File: config.mk
export PLATFORM = sky130hd
export DESIGN_NAME = mpu_store_unit
export DESIGN_NICKNAME = d
export VERILOG_FILES = /design/src/rtl/mpu_store_unit.sv
export SDC_FILE = /design/constraint.sdc
export NUM_CORES = 1
export LEC_CHECK = 0
export ABC_CLOCK_PERIOD_IN_PS = 8870
export CORE_ASPECT_RATIO = 1.5
export CORE_MARGIN = 5
export CORE_UTILIZATION = 35
export CTS_BUF_LIST = sky130_fd_sc_hd__clkbuf_16
export CTS_CLUSTER_SIZE = 16
export DETAILED_ROUTE_END_ITERATION = 10
export PLACE_DENSITY = 0.61
export RECOVER_POWER = 50
export SYNTH_ARGS = -nofsm -noshare
export SYNTH_HDL_FRONTEND = slang
export SYNTH_SLANG_ARGS = --single-unit
File: constraint.sdc
create_clock -name clk -period 8.87 [get_ports clk]
set_input_delay 1.774 -clock clk [delete_from_list [all_inputs] [get_ports clk]]
set_output_delay 1.774 -clock clk [all_outputs]
set_load 0.03 [all_outputs]
File: src/rtl/mpu_store_unit.sv
// MPU store unit: reads one matrix register from the register file as a single snapshot,
// then streams the active m x n top-left submatrix out row-major, one element per handshake.
//
// state         | meaning
// STORE_IDLE    | ready for a command; rejects commands whose m/n are out of range
// STORE_REQUEST | holding reg_rd_en until the register file grants the read
// STORE_MATRIX  | streaming snapshot elements over valid/ready
module mpu_store_unit #(
    parameter int FP               = 32,
    parameter int M                = 3,
    parameter int N                = 3,
    parameter int MATRIX_REGISTERS = 8
) (
    input  logic                                clk,
    input  logic                                rst,
    input  logic                                store_req,
    input  logic [$clog2(MATRIX_REGISTERS)-1:0] store_addr,
    input  logic [$clog2(M)-1:0]                store_m,
    input  logic [$clog2(N)-1:0]                store_n,
    output logic                                store_ready,
    output logic                                store_error,
    output logic                                store_done,
    output logic                                reg_rd_en,
    output logic [$clog2(MATRIX_REGISTERS)-1:0] reg_rd_addr,
    input  logic                                reg_rd_grant,
    input  logic [M*N*FP-1:0]                   reg_rd_data,
    output logic                                stream_valid,
    input  logic                                stream_ready,
    output logic [FP-1:0]                       stream_data,
    output logic [$clog2(M)-1:0]                stream_row,
    output logic [$clog2(N)-1:0]                stream_col,
    output logic                                stream_last
);

    localparam int AW = $clog2(MATRIX_REGISTERS);
    localparam int MW = $clog2(M);
    localparam int NW = $clog2(N);
    localparam int E  = M * N;
    localparam int IW = $clog2(E);

    typedef enum logic [1:0] {
        STORE_IDLE    = 2'd0,
        STORE_REQUEST = 2'd1,
        STORE_MATRIX  = 2'd2
    } store_state_e;

    store_state_e  r_state;
    logic [AW-1:0] r_addr;
    logic [MW-1:0] r_m;
    logic [NW-1:0] r_n;
    logic [MW-1:0] r_row;
    logic [NW-1:0] r_col;
    logic          r_ready;
    logic          r_error;
    logic          r_done;
    logic          r_rd_en;
    logic          r_valid;
    logic          r_last;
    logic [FP-1:0] r_snap [E];

    logic          w_dims_ok;
    logic          w_col_end;
    logic [MW-1:0] w_next_row;
    logic [NW-1:0] w_next_col;
    logic [IW-1:0] w_idx;

    assign w_dims_ok = (store_m != '0) && (int'(store_m) <= M) &&
                       (store_n != '0) && (int'(store_n) <= N);

    assign w_col_end  = (r_col == r_n - NW'(1));
    assign w_next_row = w_col_end ? r_row + MW'(1) : r_row;
    assign w_next_col = w_col_end ? '0 : r_col + NW'(1);

    // Stride is always N: the streamed region is the top-left corner of the full register.
    assign w_idx = IW'(r_row) * IW'(N) + IW'(r_col);

    always_ff @(posedge clk or negedge rst) begin
        if (!rst) begin
            r_state <= STORE_IDLE;
            r_addr  <= '0;
            r_m     <= '0;
            r_n     <= '0;
            r_row   <= '0;
            r_col   <= '0;
            r_ready <= 1'b1;
            r_error <= 1'b0;
            r_done  <= 1'b0;
            r_rd_en <= 1'b0;
            r_valid <= 1'b0;
            r_last  <= 1'b0;
        end else begin
            r_error <= 1'b0;
            r_done  <= 1'b0;
            case (r_state)
                STORE_IDLE: begin
                    if (store_req) begin
                        if (w_dims_ok) begin
                            r_addr  <= store_addr;
                            r_m     <= store_m;
                            r_n     <= store_n;
                            r_ready <= 1'b0;
                            r_rd_en <= 1'b1;
                            r_state <= STORE_REQUEST;
                        end else begin
                            r_error <= 1'b1;
                        end
                    end
                end
                STORE_REQUEST: begin
                    if (reg_rd_grant) begin
                        r_rd_en <= 1'b0;
                        r_valid <= 1'b1;
                        r_row   <= '0;
                        r_col   <= '0;
                        r_last  <= (r_m == MW'(1)) && (r_n == NW'(1));
                        r_state <= STORE_MATRIX;
                    end
                end
                STORE_MATRIX: begin
                    if (stream_ready) begin
                        if (r_last) begin
                            r_valid <= 1'b0;
                            r_last  <= 1'b0;
                            r_row   <= '0;
                            r_col   <= '0;
                            r_done  <= 1'b1;
                            r_ready <= 1'b1;
                            r_state <= STORE_IDLE;
                        end else begin
                            r_row  <= w_next_row;
                            r_col  <= w_next_col;
                            r_last <= (w_next_row == r_m - MW'(1)) &&
                                      (w_next_col == r_n - NW'(1));
                        end
                    end
                end
                default: begin
                    r_state <= STORE_IDLE;
                end
            endcase
        end
    end

    // Snapshot has no reset; it is only observable while streaming.
    always_ff @(posedge clk) begin
        if (r_state == STORE_REQUEST && reg_rd_grant) begin
            for (int k = 0; k < E; k++) begin
                r_snap[k] <= reg_rd_data[(E-1-k)*FP +: FP];
            end
        end
    end

    assign store_ready  = r_ready;
    assign store_error  = r_error;
    assign store_done   = r_done;
    assign reg_rd_en    = r_rd_en;
    assign reg_rd_addr  = r_addr;
    assign stream_valid = r_valid;
    assign stream_data  = r_valid ? r_snap[w_idx] : '0;
    assign stream_row   = r_row;
    assign stream_col   = r_col;
    assign stream_last  = r_last;

endmodule

# Word level (Yosys, flattened, before mapping)
# Memories as Yosys holds them, arrays and structs flattened.
# Cells that the tools add are included.
[totals]
mem_count = 1
ram_bits = 288
input_bits = 300
out_inout_bits = 45
reg_bits = 19
[mem_list]
columns = ["name", "words", "word_bits", "rd", "rd_ports_with_merged_regs", "write_ports", "line", "source"]
rows = [
  ["r_snap", 9, 32, 1, 0, 9, "59", "logic [FP-1:0] r_snap [E];"],
]
[op_classes]
n_eq_ne = 12
reduce_logical = 16
n_mux = 41
multipliers = 1
add_sub_neg = 5
[ops]
columns = ["op", "count"]
rows = [
  ["two-way mux 32 bit", 1],
  ["two-way mux 2 bit", 12],
  ["two-way mux 1 bit", 21],
  ["inequality test 2 bit (second input constant)", 5],
  ["AND reduction 5 bit", 2],
  ["nonzero test 2 bit", 5],
  ["one-hot mux 1 bit (2 select lines)", 4],
  ["one-hot mux 2 bit (2 select lines)", 2],
  ["AND reduction 4 bit", 2],
  ["equality test 2 x 1 -> 1 bit (second input constant)", 3],
  ["equality test 2 bit", 3],
  ["one-hot mux 2 bit (3 select lines)", 1],
  ["AND reduction 3 bit", 2],
  ["adder 2 x 1 -> 2 bit (second input constant)", 2],
  ["adder 4 x 2 -> 4 bit", 1],
  ["logical AND 1 bit", 4],
  ["multiplier 2 x 2 -> 4 bit (second input constant)", 1],
  ["subtractor 2 x 1 -> 2 bit (second input constant)", 2],
  ["equality test 2 bit (second input constant)", 1],
  ["logical NOT 2 bit", 1],
]

# Depth between registers and ports, before layout
[depth]
ltp_word = 8
ltp_mapped = 11

# Worst setup path before layout
# OpenSTA, ideal clock, no wires.
[synth_path]
kind = "input to register"
startpoint = "input port reg_rd_grant"
endpoint = "register r_last (netlist: stream_last)"
stages = 5
t_arrival_ns = 9.826
path_buffers = 0
t_required_ns = 8.767
slack_ns = -1.058
path_cell_list = "and3b_1 > a21oi_1 > nor2_1 > inv_1 > o31ai_2"
[synth_via]
elab_chain_len = 2
[synth_rtl]
columns = ["item", "line", "source"]
rows = [
  ["start, declared", "25", "input logic reg_rd_grant,"],
  ["inequality test 2 bit (no line)", "n/a", ""],
  ["AND reduction 3 bit (no line)", "n/a", ""],
  ["end signal, assigned", "115", "r_last <= (r_m == MW'(1)) && (r_n == NW'(1));"],
  ["end signal, assigned", "132", "r_last <= (w_next_row == r_m - MW'(1)) &&"],
  ["end, declared", "58", "logic r_last;"],
]
# No other way between the ends.
# A chain may end at the register's enable or synchronous reset.

# Final worst setup path
[layout_path]
startpoint = "register r_row[0] (netlist: stream_row[0])"
endpoint = "output port stream_data[31]"
[layout_via]
elab_chain_len = 4
[layout_rtl]
columns = ["item", "line", "source"]
rows = [
  ["start, declared", "51", "logic [MW-1:0] r_row;"],
  ["start signal, assigned", "130", "r_row <= w_next_row;"],
  ["multiplier 2 x 2 -> 4 bit", "75", "assign w_idx = IW'(r_row) * IW'(N) + IW'(r_col);"],
  ["adder 4 x 2 -> 4 bit", "75", ""],
  ["memory (9 x 32 bit)", "n/a", ""],
  ["two-way mux 32 bit", "159", "assign stream_data = r_valid ? r_snap[w_idx] : '0;"],
  ["end, declared", "29", "output logic [FP-1:0] stream_data,"],
]
# No other way between the ends.

==> results.sh <==
export IMPL_min_period_over_period=0.747
export IMPL_grt_max_degree=148
export IMPL_power_frac_seq=0.387
export IMPL_synth_edff_count=288
export IMPL_cts_buffers=31
export IMPL_post_cts_resized=0
export IMPL_grt_pass1_vias=7432
export IMPL_critPathMaxFanout=64
export IMPL_drt_pre_antenna_iters=4
export IMPL_switchingPower_uw=1410
export IMPL_ant_nets=0
export IMPL_worstSetupEndpointType="primary output"
export IMPL_nets=1229
export IMPL_cts_setup_buffers=0
export IMPL_cp_arrival_ns=4.85
export IMPL_setup_viol=0
export IMPL_start_util=0.355
export IMPL_areaGrowthSynthToFinish_pct=42.5
export IMPL_drt_iter0_markers=298
export IMPL_cap_violations=0
export IMPL_start_kind="flop"
export IMPL_relSlewSlack=0.259
export IMPL_drc=0
export IMPL_async_flop_share=0.0619
export IMPL_p_comb_frac=0.321
export IMPL_rsz0062_at_grt="no"
export IMPL_power_density_nw_per_um2=286
export IMPL_io_pin_count=345
export IMPL_yosysSeqAreaShare=0.768
export IMPL_p_sw_frac=0.292
export IMPL_die_y_um=236
export IMPL_period_minus_slack_ns=6.63
export IMPL_tritoncts="done"
export IMPL_min_path_cells=2
export IMPL_syn_nets=875
export IMPL_num_vias=6714
export IMPL_synth_distinct_cells=37
export IMPL_timing_fmax_mhz=151
export IMPL_path_clk_slew_ns=0.07
export IMPL_yosysWarnings=0
export IMPL_final_setup_tns_ns=0
export IMPL_cts_root_buf="clkbuf_16"
export IMPL_tightestPinTransition_ns=1.11
export IMPL_grt_overflow=0
export IMPL_intPower_uw=3430
export IMPL_wl_per_cell_um=22.1
export IMPL_wl_um=30600
export IMPL_gp_congestion=0.754
export IMPL_clockBufferDepth=3
export IMPL_dp_hpwl_um=21400
export IMPL_r2r_worst_path_cells=6
export IMPL_worstSkewPairLatency_ns=0.56
export IMPL_syn_area_sq_um=11900
export IMPL_leakagePower_uw=0.00563
export IMPL_hold_viol=0
export IMPL_design_power_total_uw=4840
export IMPL_syn_area_per_cell_sq_um=20.9
export IMPL_coreArea_sq_um=33400
export IMPL_status="finished clean"
export IMPL_synthCells=568
export IMPL_cts_sinks=307
export IMPL_synth_flop_cell="edfxtp_1"
export IMPL_num_rows=82
export IMPL_fin_skew_ns=0.00992
export IMPL_p_clk_frac=0.291
export IMPL_drv_slew=0
export IMPL_hold_buffers=0
export IMPL_port_buffers=344
export IMPL_grt_usage=0.158
export IMPL_dieArea_sq_um=37800
export IMPL_drive_gt1_frac=0.140
export IMPL_ir_drop_v=0.000181
export IMPL_htreeDepth=1
export IMPL_antenna_found_initial=24
export IMPL_ys_ff_latch=307
export IMPL_via_per_inst=4.86
export IMPL_fp_dieW_um=160
export IMPL_hold_path_class="flop to flop"
export IMPL_worstPathRequired_ns=7.10
export IMPL_crit_type="flop to primary output"
export IMPL_grt_pass1_wl_um=44900
## power groups by stage
stage | Clock (uW) | Sequential [uW] | Combinational (uW)
floorplan | 0 | 1950 | 1060
global placement | 0 | 1900 | 1610
detailed placement | 0 | 1910 | 1620
CTS | 1450 | 1880 | 1630
global route | 1510 | 1890 | 1690
finish | 1410 | 1870 | 1560
## routing by layer
metal / vias to the layer above / part of all wire / GRT usage / wire length (um)
li1: 3060 / - / - / -
met1: 3356 / 0.33 / 0.162 / 10200
met2: 235 / 0.57 / 0.306 / 17500
met3: 57 / 0.063 / 0.0384 / 1940
met4: 6 / 0.029 / 0.0579 / 900
met5: - / 0.0011 / 0 / 33
## synthesized netlist by cell type (2+ instances only)
| cell | instances | area (sq um) |
|---|---|---|
| edfxtp_1 | 288 | 8650 |
| mux4_2 | 64 | 1440 |
| o21ai_0 | 39 | 195 |
| a21oi_1 | 36 | 180 |
| mux2i_1 | 34 | 340 |
| dfrtp_1 | 18 | 450 |
| clkbuf_1 | 11 | 41.3 |
| inv_1 | 11 | 41.3 |
| buf_2 | 8 | 40.0 |
| buf_4 | 7 | 52.6 |
| mux2_2 | 6 | 67.6 |
| nand2_1 | 6 | 22.5 |
| ha_1 | 5 | 62.6 |
| nor2_1 | 5 | 18.8 |
| buf_1 | 3 | 11.3 |
| fa_1 | 2 | 40.0 |
| nand2b_1 | 2 | 12.5 |
| nor3_1 | 2 | 10.0 |
| nor4b_1 | 2 | 17.5 |
| xnor2_1 | 2 | 17.5 |
## logic make-up after synthesis
logic type / after synthesis / synth area share
AOI/OAI and AO/OA: 84 / 0.0380
DFF: 307 / 0.768
buffers and inverters: 40 / 0.0157
and+or+nand+nor: 23 / 0.0113
muxes: 104 / 0.156
xor gates and xnor gates: 3 / 0.00284
adders and majority gates: 7 / 0.00863
## critical path: stages (launching register included)
cell and delay (ns):
dfrtp_1 0.47, inv_1 0.10, fa_1 0.47, inv_1 0.10
ha_4 0.12, inv_1 0.05, fa_4 1.54, mux4_2 0.40
mux2i_1 0.08, a21oi_1 0.16, clkdlybuf4s50_1 0.77
## area by class of cell
| type | instances | area (sq um) |
|---|---|---|
| fillers | 2761 | 16500 |
| flip-flops and latches | 307 | 9130 |
| repair buffers | 350 | 3500 |
| multi-input cells | 221 | 2590 |
| clock buffers | 31 | 776 |
| well taps | 420 | 526 |
| clock inverters | 26 | 330 |
| inverters | 11 | 41.3 |
| diodes | 16 | 40.0 |
## cells in the final DEF, fill, tap and decap left out, types with 7 or more instances in the layout
cell type        count
inv_1               13
clkbuf_16           31
edfxtp_1           288
o21ai_0             39
a21oi_1             36
mux2i_1             34
bufinv_16            8
mux4_2              64
diode_2             16
dfrtp_1             18
clkinv_1             7
clkdlybuf4s50_1     52
dlygate4sd3_1      292
## worst paths after layout
kind,from,to,slack [ns]
max in group asynchronous,rst,r_state[1],6.50
setup / recovery,stream_row[0],stream_data[31],2.24
hold / removal,store_ready,store_ready,0.48
hold reg to reg,store_ready,store_ready,0.48
min in group asynchronous,rst,reg_rd_addr[2],1.80
setup reg to reg,r_state[1],stream_col[1],5.87
## through the flow
stage	instance area [sq um]	cells	util	worst slack, ns	hold WS (ns)
floorplan	11900	568	-	2.48	0.494
detailed placement	15800	1309	0.472	2.72	0.466
CTS	16900	1366	0.505	2.12	0.477
finish	16900	1382	0.506	2.24	0.476
global route	16900	1377	0.506	1.95	0.509
global placement	15800	1309	0.472	2.80	0.456
## flip-flops by register name (all words and copies together) (netlist names)
register	flops
r_m	2
r_n	2
r_snap	288
r_state	2
reg_rd_addr	3
reg_rd_en	1
store_done	1
store_error	1
store_ready	1
stream_col	2
stream_last	1
stream_row	2
stream_valid	1
Note: power is estimated with default switching activity, not from simulation.
